### src/rtl/thread_mmu.sv
// thread_mmu: per-thread I/D region check plus round-robin cache-fill engine; done follows a request by >=4 cycles (2 if faulted).
// Fill requests are level and held until done; ready stalls ISSUE, tx_done ends WAIT. MMU_RELOCATE_EN selects base-relative addressing.
module thread_mmu #(
   parameter int NUM_TRD = 8,
   parameter int TRD_W   = 3,
   parameter int AW      = 32
) (
   input  logic             clk,
   input  logic             rst_n,
   input  logic [AW-1:0]    i_addr,
   input  logic [TRD_W-1:0] i_trd,
   input  logic             i_rd,
   input  logic [AW-1:0]    d_addr,
   input  logic [TRD_W-1:0] d_trd,
   input  logic             d_rd,
   input  logic             d_wr,
   output logic             i_segfault,
   output logic             d_segfault,
   input  logic             i_fill_req,
   input  logic             d_fill_req,
   input  logic             d_fill_wr,
   output logic             i_fill_done,
   output logic             d_fill_done,
   output logic             fill_err,
   input  logic             cfg_we,
   input  logic             cfg_side,
   input  logic [TRD_W-1:0] cfg_trd,
   input  logic [AW-1:0]    cfg_base,
   input  logic [AW-1:0]    cfg_limit,
   input  logic             ready,
   input  logic             tx_done,
   output logic [1:0]       mem_op,
   output logic [63:0]      cpu_addr
);

   typedef enum logic [1:0] {ST_IDLE, ST_ISSUE, ST_WAIT, ST_DONE} state_t;

   state_t        r_state, w_nxt;
   logic [AW-1:0] r_i_base [NUM_TRD];
   logic [AW-1:0] r_i_lim  [NUM_TRD];
   logic [AW-1:0] r_d_base [NUM_TRD];
   logic [AW-1:0] r_d_lim  [NUM_TRD];
   logic          r_side, r_last_d, r_err;
   logic          r_i_done, r_d_done, r_fill_err;
   logic [1:0]    r_op;
   logic [AW-1:0] r_addr;
   logic [AW:0]   w_i_chk, w_d_chk;
   logic          w_i_pend, w_d_pend, w_grant, w_gnt_d, w_sel_valid;
   logic [AW-1:0] w_sel_phys;
   logic [1:0]    w_mem_op;

   // Returns {valid, physical address} for one table entry.
   function automatic logic [AW:0] f_xlate(input logic [AW-1:0] base,
                                           input logic [AW-1:0] limit,
                                           input logic [AW-1:0] addr);
`ifdef MMU_RELOCATE_EN
      logic [AW:0] sum;
      sum = {1'b0, base} + {1'b0, addr};
      return {(~sum[AW]) && (sum[AW-1:0] <= limit), sum[AW-1:0]};
`else
      return {(base <= addr) && (addr <= limit), addr};
`endif
   endfunction

   assign w_i_chk    = f_xlate(r_i_base[i_trd], r_i_lim[i_trd], i_addr);
   assign w_d_chk    = f_xlate(r_d_base[d_trd], r_d_lim[d_trd], d_addr);
   assign i_segfault = i_rd & ~w_i_chk[AW];
   assign d_segfault = (d_rd | d_wr) & ~w_d_chk[AW];

   always_ff @(posedge clk or negedge rst_n) begin
      if (!rst_n) begin
         for (int t = 0; t < NUM_TRD; t++) begin
            r_i_base[t] <= '1;
            r_i_lim[t]  <= '0;
            r_d_base[t] <= '1;
            r_d_lim[t]  <= '0;
         end
         r_i_base[0] <= AW'(32'h0001_0000);
         r_i_lim[0]  <= AW'(32'h0001_01FF);
         r_d_base[0] <= AW'(32'h0001_0200);
         r_d_lim[0]  <= AW'(32'h0001_02FF);
      end else if (cfg_we) begin
         if (cfg_side) begin
            r_d_base[cfg_trd] <= cfg_base;
            r_d_lim[cfg_trd]  <= cfg_limit;
         end else begin
            r_i_base[cfg_trd] <= cfg_base;
            r_i_lim[cfg_trd]  <= cfg_limit;
         end
      end
   end

   always_ff @(posedge clk or negedge rst_n) begin
      if (!rst_n) r_state <= ST_IDLE;
      else        r_state <= w_nxt;
   end

   // A side whose done is pulsing this cycle is masked so it cannot be re-granted.
   always_comb begin
      w_nxt       = r_state;
      w_grant     = 1'b0;
      w_gnt_d     = 1'b0;
      w_mem_op    = 2'b00;
      w_i_pend    = i_fill_req & ~r_i_done;
      w_d_pend    = d_fill_req & ~r_d_done;
      w_sel_valid = 1'b0;
      w_sel_phys  = '0;
      case (r_state)
         ST_IDLE: begin
            if (w_i_pend || w_d_pend) begin
               w_grant     = 1'b1;
               w_gnt_d     = w_d_pend && (!w_i_pend || !r_last_d);
               w_sel_valid = w_gnt_d ? w_d_chk[AW] : w_i_chk[AW];
               w_sel_phys  = w_gnt_d ? w_d_chk[AW-1:0] : w_i_chk[AW-1:0];
               w_nxt       = w_sel_valid ? ST_ISSUE : ST_DONE;
            end
         end
         ST_ISSUE: begin
            w_mem_op = r_op;
            if (ready) w_nxt = ST_WAIT;
         end
         ST_WAIT: if (tx_done) w_nxt = ST_DONE;
         ST_DONE: w_nxt = ST_IDLE;
         default: w_nxt = ST_IDLE;
      endcase
   end

   always_ff @(posedge clk or negedge rst_n) begin
      if (!rst_n) begin
         r_side     <= 1'b0;
         r_last_d   <= 1'b0;
         r_err      <= 1'b0;
         r_op       <= 2'b00;
         r_addr     <= '0;
         r_i_done   <= 1'b0;
         r_d_done   <= 1'b0;
         r_fill_err <= 1'b0;
      end else begin
         r_i_done   <= (r_state == ST_DONE) && !r_side;
         r_d_done   <= (r_state == ST_DONE) && r_side;
         r_fill_err <= (r_state == ST_DONE) && r_err;
         if (w_grant) begin
            r_side   <= w_gnt_d;
            r_last_d <= w_gnt_d;
            r_op     <= (w_gnt_d && d_fill_wr) ? 2'b11 : 2'b01;
            r_err    <= !w_sel_valid;
            if (w_sel_valid) r_addr <= w_sel_phys;
         end
      end
   end

   assign mem_op      = w_mem_op;
   assign cpu_addr    = {{(64-AW){1'b0}}, r_addr};
   assign i_fill_done = r_i_done;
   assign d_fill_done = r_d_done;
   assign fill_err    = r_fill_err;

endmodule

### config.mk
export PLATFORM = sky130hd
export DESIGN_NAME = thread_mmu
export DESIGN_NICKNAME = d
export VERILOG_FILES = /design/src/rtl/thread_mmu.sv
export SDC_FILE = /design/constraint.sdc
export NUM_CORES = 2
export LEC_CHECK = 0
export CORE_AREA = 4 4 389 391
export DETAILED_ROUTE_END_ITERATION = 8
export DIE_AREA = 0 0 393 395
export GPL_TIMING_DRIVEN = 0
export PLACE_DENSITY = 0.51
export SLEW_MARGIN = 20
export SYNTH_ARGS = -nofsm -noshare
export SYNTH_HDL_FRONTEND = slang
export SYNTH_SLANG_ARGS = --single-unit
### constraint.sdc
create_clock -name clk -period 4.47 [get_ports clk]
set_input_delay 0.447 -clock clk [delete_from_list [all_inputs] [get_ports clk]]
set_output_delay 0.447 -clock clk [all_outputs]
set_load 0.03 [all_outputs]
# Word level (Yosys, flattened, before mapping)
# Cells that the tools add are included.
# classes
n_lt_le_gt_ge	8
eq_ne	6
n_mux	35
bitwise_logic	13
reduce_logical	18
# op_table
cell	count
$bwmux 256	4
$bmux 32 s3	4
$mux 32	12
$le 32x32->1	4
$demux 32 s3	1
$ge 4x4->1 const B	3
$mux 2	6
$not 3->4	3
$logic_and 1x1->1	8
$pmux 2 s4	1
$mux 1	7
$ne 2x2->1 const B	3
$reduce_and 2->1	3
$not 1->1	5
$and 1x1->1	4
$eq 2x2->1 const B	2
$lt 4x1->1 const B	1
$logic_not 1->1	3
$reduce_and 3->1	1
$eq 2x1->1 const B	1
$logic_not 2->1	1
$logic_or 1x1->1	2
$or 1x1->1	1
# totals
register_bits	1065
inputBits	149
output_inout_bits	71

# Logic depth before layout (Yosys ltp)
# depth
word_depth	10
mapped_depth	14

# Worst setup path before layout
# No wires, ideal clock.
# synth_timing
kind	input -> register
start	in i_trd[0]
end	reg r_addr[10]
setup_ns	0.125
arrival_ns	3.904
required_ns	4.345
slack_ns	0.441
path_stages	14
path_buffers	3
cell_sequence	buf_2 > buf_1 > mux4_2 > mux2i_1 > ha_1 > a21oi_1 > nand2_1 > a221oi_1 > o21ai_2 > a221oi_2 > o211ai_2 > o21ai_4 > buf_12 > mux2_4
# synth_via
elab_chain_len	10
# synth_lines
element	line	text
from (decl)	11	input logic [TRD_W-1:0] i_trd,
$not 3->4 (implied by the code) *	65	assign w_i_chk = f_xlate(r_i_base[i_trd], r_i_lim[i_trd], i_addr);
$bmux 32 s3	65	
$mux 32 (implied by the code) (2 in series)	65	
$le 32x32->1	61	return {(base <= addr) && (addr <= limit), addr};
$logic_and 1x1->1 *	61	
$mux 1 *	113	w_sel_valid = w_gnt_d ? w_d_chk[AW] : w_i_chk[AW];
$mux 1 *	110	if (w_i_pend || w_d_pend) begin
$mux 1 *	108	case (r_state)
$reduce_and 2->1 (no line) *	n/a	
to (signal assigned)	147	if (w_sel_valid) r_addr <= w_sel_phys;
to (decl)	46	logic [AW-1:0] r_addr;
# Mark *: on every way between the ends. The rest lies on a longest branch, timed or not. The select of a mux whose other input is x is not followed.
# A chain may end at the register's enable or synchronous reset.

# Worst setup path after layout
# layout_timing
start	in i_trd[1]
end	out i_segfault
# layout_via
elab_chain_len	8
# layout_lines
element	line	text
$not 3->4 (implied by the code) *	65	
$bmux 32 s3	65	
$mux 32 (implied by the code) (2 in series)	65	
$le 32x32->1	61	
$logic_and 1x1->1 *	61	
$not 1->1 *	67	assign i_segfault = i_rd & ~w_i_chk[AW];
$and 1x1->1 *	67	
to (decl)	17	output logic i_segfault,
# Marks and branches as above.

==> out/summary.txt <==
outcome = finished clean
pre-CTS WS = -2.20 ns
DP Area = 0.0562 mm²
main flop type after synthesis = dfrtp_1
remaining antenna violation count = 0
Worst Path Required = 4.02 ns
IO buf count = 181
fillcell total = 13700
Routed WL = 160000 µm
DR iter-0 viols = 1706
M1 WL = 75000 µm
CP Capture Type = output pin
Worst-Skew Late Latency = 0.74 ns
top cells by area, synth = dfrtp_1 (29%), dfstp_2 (24%), mux2_2 (24%), mux4_2 (11%), ha_1 (3.2%)
final hold viol count = 0
Yosys top cell by area = dfrtp_1
Reg clk slew, reported paths = 0.06 ns
met2 WL = 74800 µm
switching pwr = 8.72 mW
CP Capture Point = i_segfault
final worst setup slack = 0.0297 ns
WL met3 = 6190 µm
layout cells sized above 1 = 59.6%
drt first pass iters = 5
largest net degree at the start of global routing = 133
CTS root buffer = clkbuf_16
gr usage total = 20.5%
drt drc = 0
RD Place Congestion = 0.815
vias in the first global route = 31500
Vias = 30200
Final setup viols = 0
most frequent cell after synthesis = mux2_2
Worst Path Arrival = 3.99 ns
Comb pwr share = 23.2%
RSZ-0062 raised after global routing = yes
Die Y = 395 µm
vias per std cell = 5.27
post-synth top area share = 28.9%
Max Cap Viol = 0
synthesized cell area = 0.0514 mm²
Pwr Total = 31.6 mW
EDFF count, synth = 0
R2R cell count = 14
post-DP HPWL = 115000 µm
Int Power = 22.9 mW
Clk network pwr share = 32.9%
worst vdd ir = 0.372 mV
Die ar. = 0.155 mm²
launch point of the worst path = i_trd[1]
synthesized instance count = 3312
Design Area, Final = 0.0611 mm²
WL/cell = 28.0 µm
worst r2r src = r_i_base[7]$_DFFE_PN1P_
Sw Ratio = 27.6%
Slew @ Worst Pin = 1.17 ns
Avg Inst Size Synth = 15.5 µm²
first-pass GRT wire length = 231000 µm
R2R Path End = r_addr[12]$_DFFE_PN0P_
Reg power frac = 43.9%
CTS tree = built
reg2reg setup slack = 0.24 ns
Lkg Pwr = 25.1 nW
critical path type = primary input to output pin
worst hold slack = 0.265 ns
Post-synth top cells = mux2_2 (1088), dfrtp_1 (594), dfstp_2 (471)
post-route minimum period = 4.44 ns
grt ovf = 0
final core utilization = 41.4%
Synth Register Bits = 1065
Nets = 3960
Netlist cell types = 55
worst hold path class = primary input to async pin
Layout area overhead = 19.0%
Tcrit/Tclk final = 99.3%
clock buffer depth = 3
crit path launch type = primary input
initial antenna violation count = 11
Crit Path Max Fanout = 10
Max transition margin = 21.9%
clk_skew = 0.0234 ns
Cell Rows = 141
I/O pin cnt = 220
Yosys Warn Count = 0
CTS Sinks = 1065
Fmax = 0.225 GHz
Power Dens Cells = 518 mW/mm²
Async SR Flop Fraction = 100%
total CTS buffers = 121
Die W = 393 µm
Max Slew Vio Count = 0
core box area = 0.147 mm²
uppermost layer routed = met5
Starting Density = 34.8%
CTS H-tree depth = 3
sequential area share after synthesis = 53.0%
-- cell usage in the layout, fill, tap and decap left out, types with 5 or more instances in the layout --
cell type | synthesis | final
mux2_2 | 1088 | 1082
dfrtp_1 | 594 | 594
dfstp_2 | 471 | 471
mux4_2 | 256 | 256
clkbuf_1 | 202 | 192
clkdlybuf4s50_1 | 0 | 178
ha_1 | 132 | 128
clkbuf_16 | 0 | 123
inv_1 | 76 | 75
nand2_1 | 70 | 70
buf_4 | 32 | 59
mux2i_1 | 65 | 51
a21oi_1 | 52 | 49
clkbuf_8 | 0 | 48
o21ai_0 | 43 | 41
mux2_4 | 30 | 36
conb_1 | 1 | 32
nand4_1 | 23 | 23
clkbuf_2 | 0 | 20
nand3_1 | 20 | 19
clkbuf_4 | 0 | 18
buf_6 | 0 | 16
clkinv_2 | 0 | 15
mux2i_2 | 0 | 13
buf_2 | 20 | 11
buf_16 | 0 | 10
diode_2 | 0 | 9
nor2_1 | 18 | 9
nand2b_1 | 10 | 9
nor2b_1 | 7 | 7
bufinv_16 | 0 | 7
buf_8 | 0 | 6
nor4_4 | 2 | 6
and2_1 | 6 | 5
a221oi_2 | 1 | 5
nor2_2 | 0 | 5
buf_12 | 3 | 5
-- worst min-delay path by stage --
stage / start / endpoint / slack (ns) / cells past startpoint
after floorplan: rst_n / d_fill_done$_DFF_PN0_ / 0.15 / 0
after global placement: r_op[0]$_DFFE_PN0P_ / r_op[0]$_DFFE_PN0P_ / 0.45 / 1
after detailed placement: rst_n / r_d_lim[46]$_DFFE_PN0P_ / 0.39 / 1
after CTS: rst_n / r_d_lim[46]$_DFFE_PN0P_ / 0.23 / 2
after global routing: rst_n / r_d_lim[46]$_DFFE_PN0P_ / 0.29 / 2
final: rst_n / r_d_lim[46]$_DFFE_PN0P_ / 0.26 / 2
-- kinds of logic (layout without fill, tap and decap cells) --
family | Yosys count | after routing | synth area share, %
AND/OR/NAND/NOR | 183 | 183 | 1.91
AO/OA/AOI/OAI | 136 | 136 | 1.61
buffers and inverters | 354 | 795 | 2.96
adder cells (fa/ha/maj) | 132 | 132 | 3.22
other | 1 | 41 | 0.00730
flip-flops | 1065 | 1065 | 53.0
multiplexers | 1441 | 1441 | 37.3
-- state kept, by name, indices dropped and copies added (netlist names) --
name and count:
r_d_base 256, r_op 2, r_addr 32, r_d_lim 256, d_fill_done 1, r_i_lim 256
r_i_base 256, r_last_d 1, r_state 2, fill_err 1, r_err 1, i_fill_done 1
-- metrics by stage --
step / cells / setup TNS [ns]
floorplan: 3343 / 0
global placement: 5454 / -
detailed placement: 5470 / -63.40
CTS: 5712 / 0
global route: 5716 / -0.00894
finish: 5723 / 0
-- per-layer routing --
metal | global-route usage (%) | vias to the layer above
met3 | 3.06 | 212
li1 | - | 13000
met2 | 32.6 | 554
met4 | 5.03 | 2
met1 | 29.5 | 16400
met5 | 0 | -
-- layout make-up --
| class | count | area (µm²) | area share (%) |
|---|---|---|---|
| diodes | 9 | 22.5 | 0.0369 |
| plain buffers | 278 | 1540 | 2.52 |
| clock buffers | 199 | 3810 | 6.24 |
| clock inverters | 29 | 378 | 0.618 |
| inverters | 76 | 285 | 0.467 |
| multi-input cells | 1924 | 23100 | 37.8 |
| flip-flops and latches | 1065 | 27200 | 44.6 |
| well taps | 1930 | 2410 | 3.95 |
| repair buffers | 213 | 2300 | 3.77 |
-- power by group through the flow --
stage / clock network [mW] / registers (mW) / logic [mW]
2_1_floorplan: 0 / 13.8 / 4.74
3_3_place_gp: 0 / 14.1 / 7.03
3_5_place_dp: 0 / 14.0 / 7.20
4_1_cts: 10.7 / 13.9 / 7.36
5_1_grt: 11.0 / 14.2 / 7.92
6_report: 10.4 / 13.9 / 7.34
-- what timing repair did --
item | 4_1_cts | 5_1_grt
endpoints found under the setup margin | 36 | 2
buffers inserted | 13 | 2
gates resized for setup | 185 | 25
hold endpoints to repair | 71 | 0
hold buffers | 1 | 0
pin swaps | 16 | 6
-- worst max-delay path: stages --
cell	delay (ns)
clkbuf_2	0.39
clkbuf_4	0.45
mux4_2	0.34
mux2_2	0.31
ha_1	0.32
nand4_1	0.19
buf_4	0.20
nor4_4	0.43
nand3_2	0.18
o21ai_2	0.16
o211ai_4	0.18
and2_1	0.19
clkbuf_4	0.17
(Power assumes the default switching activity.)
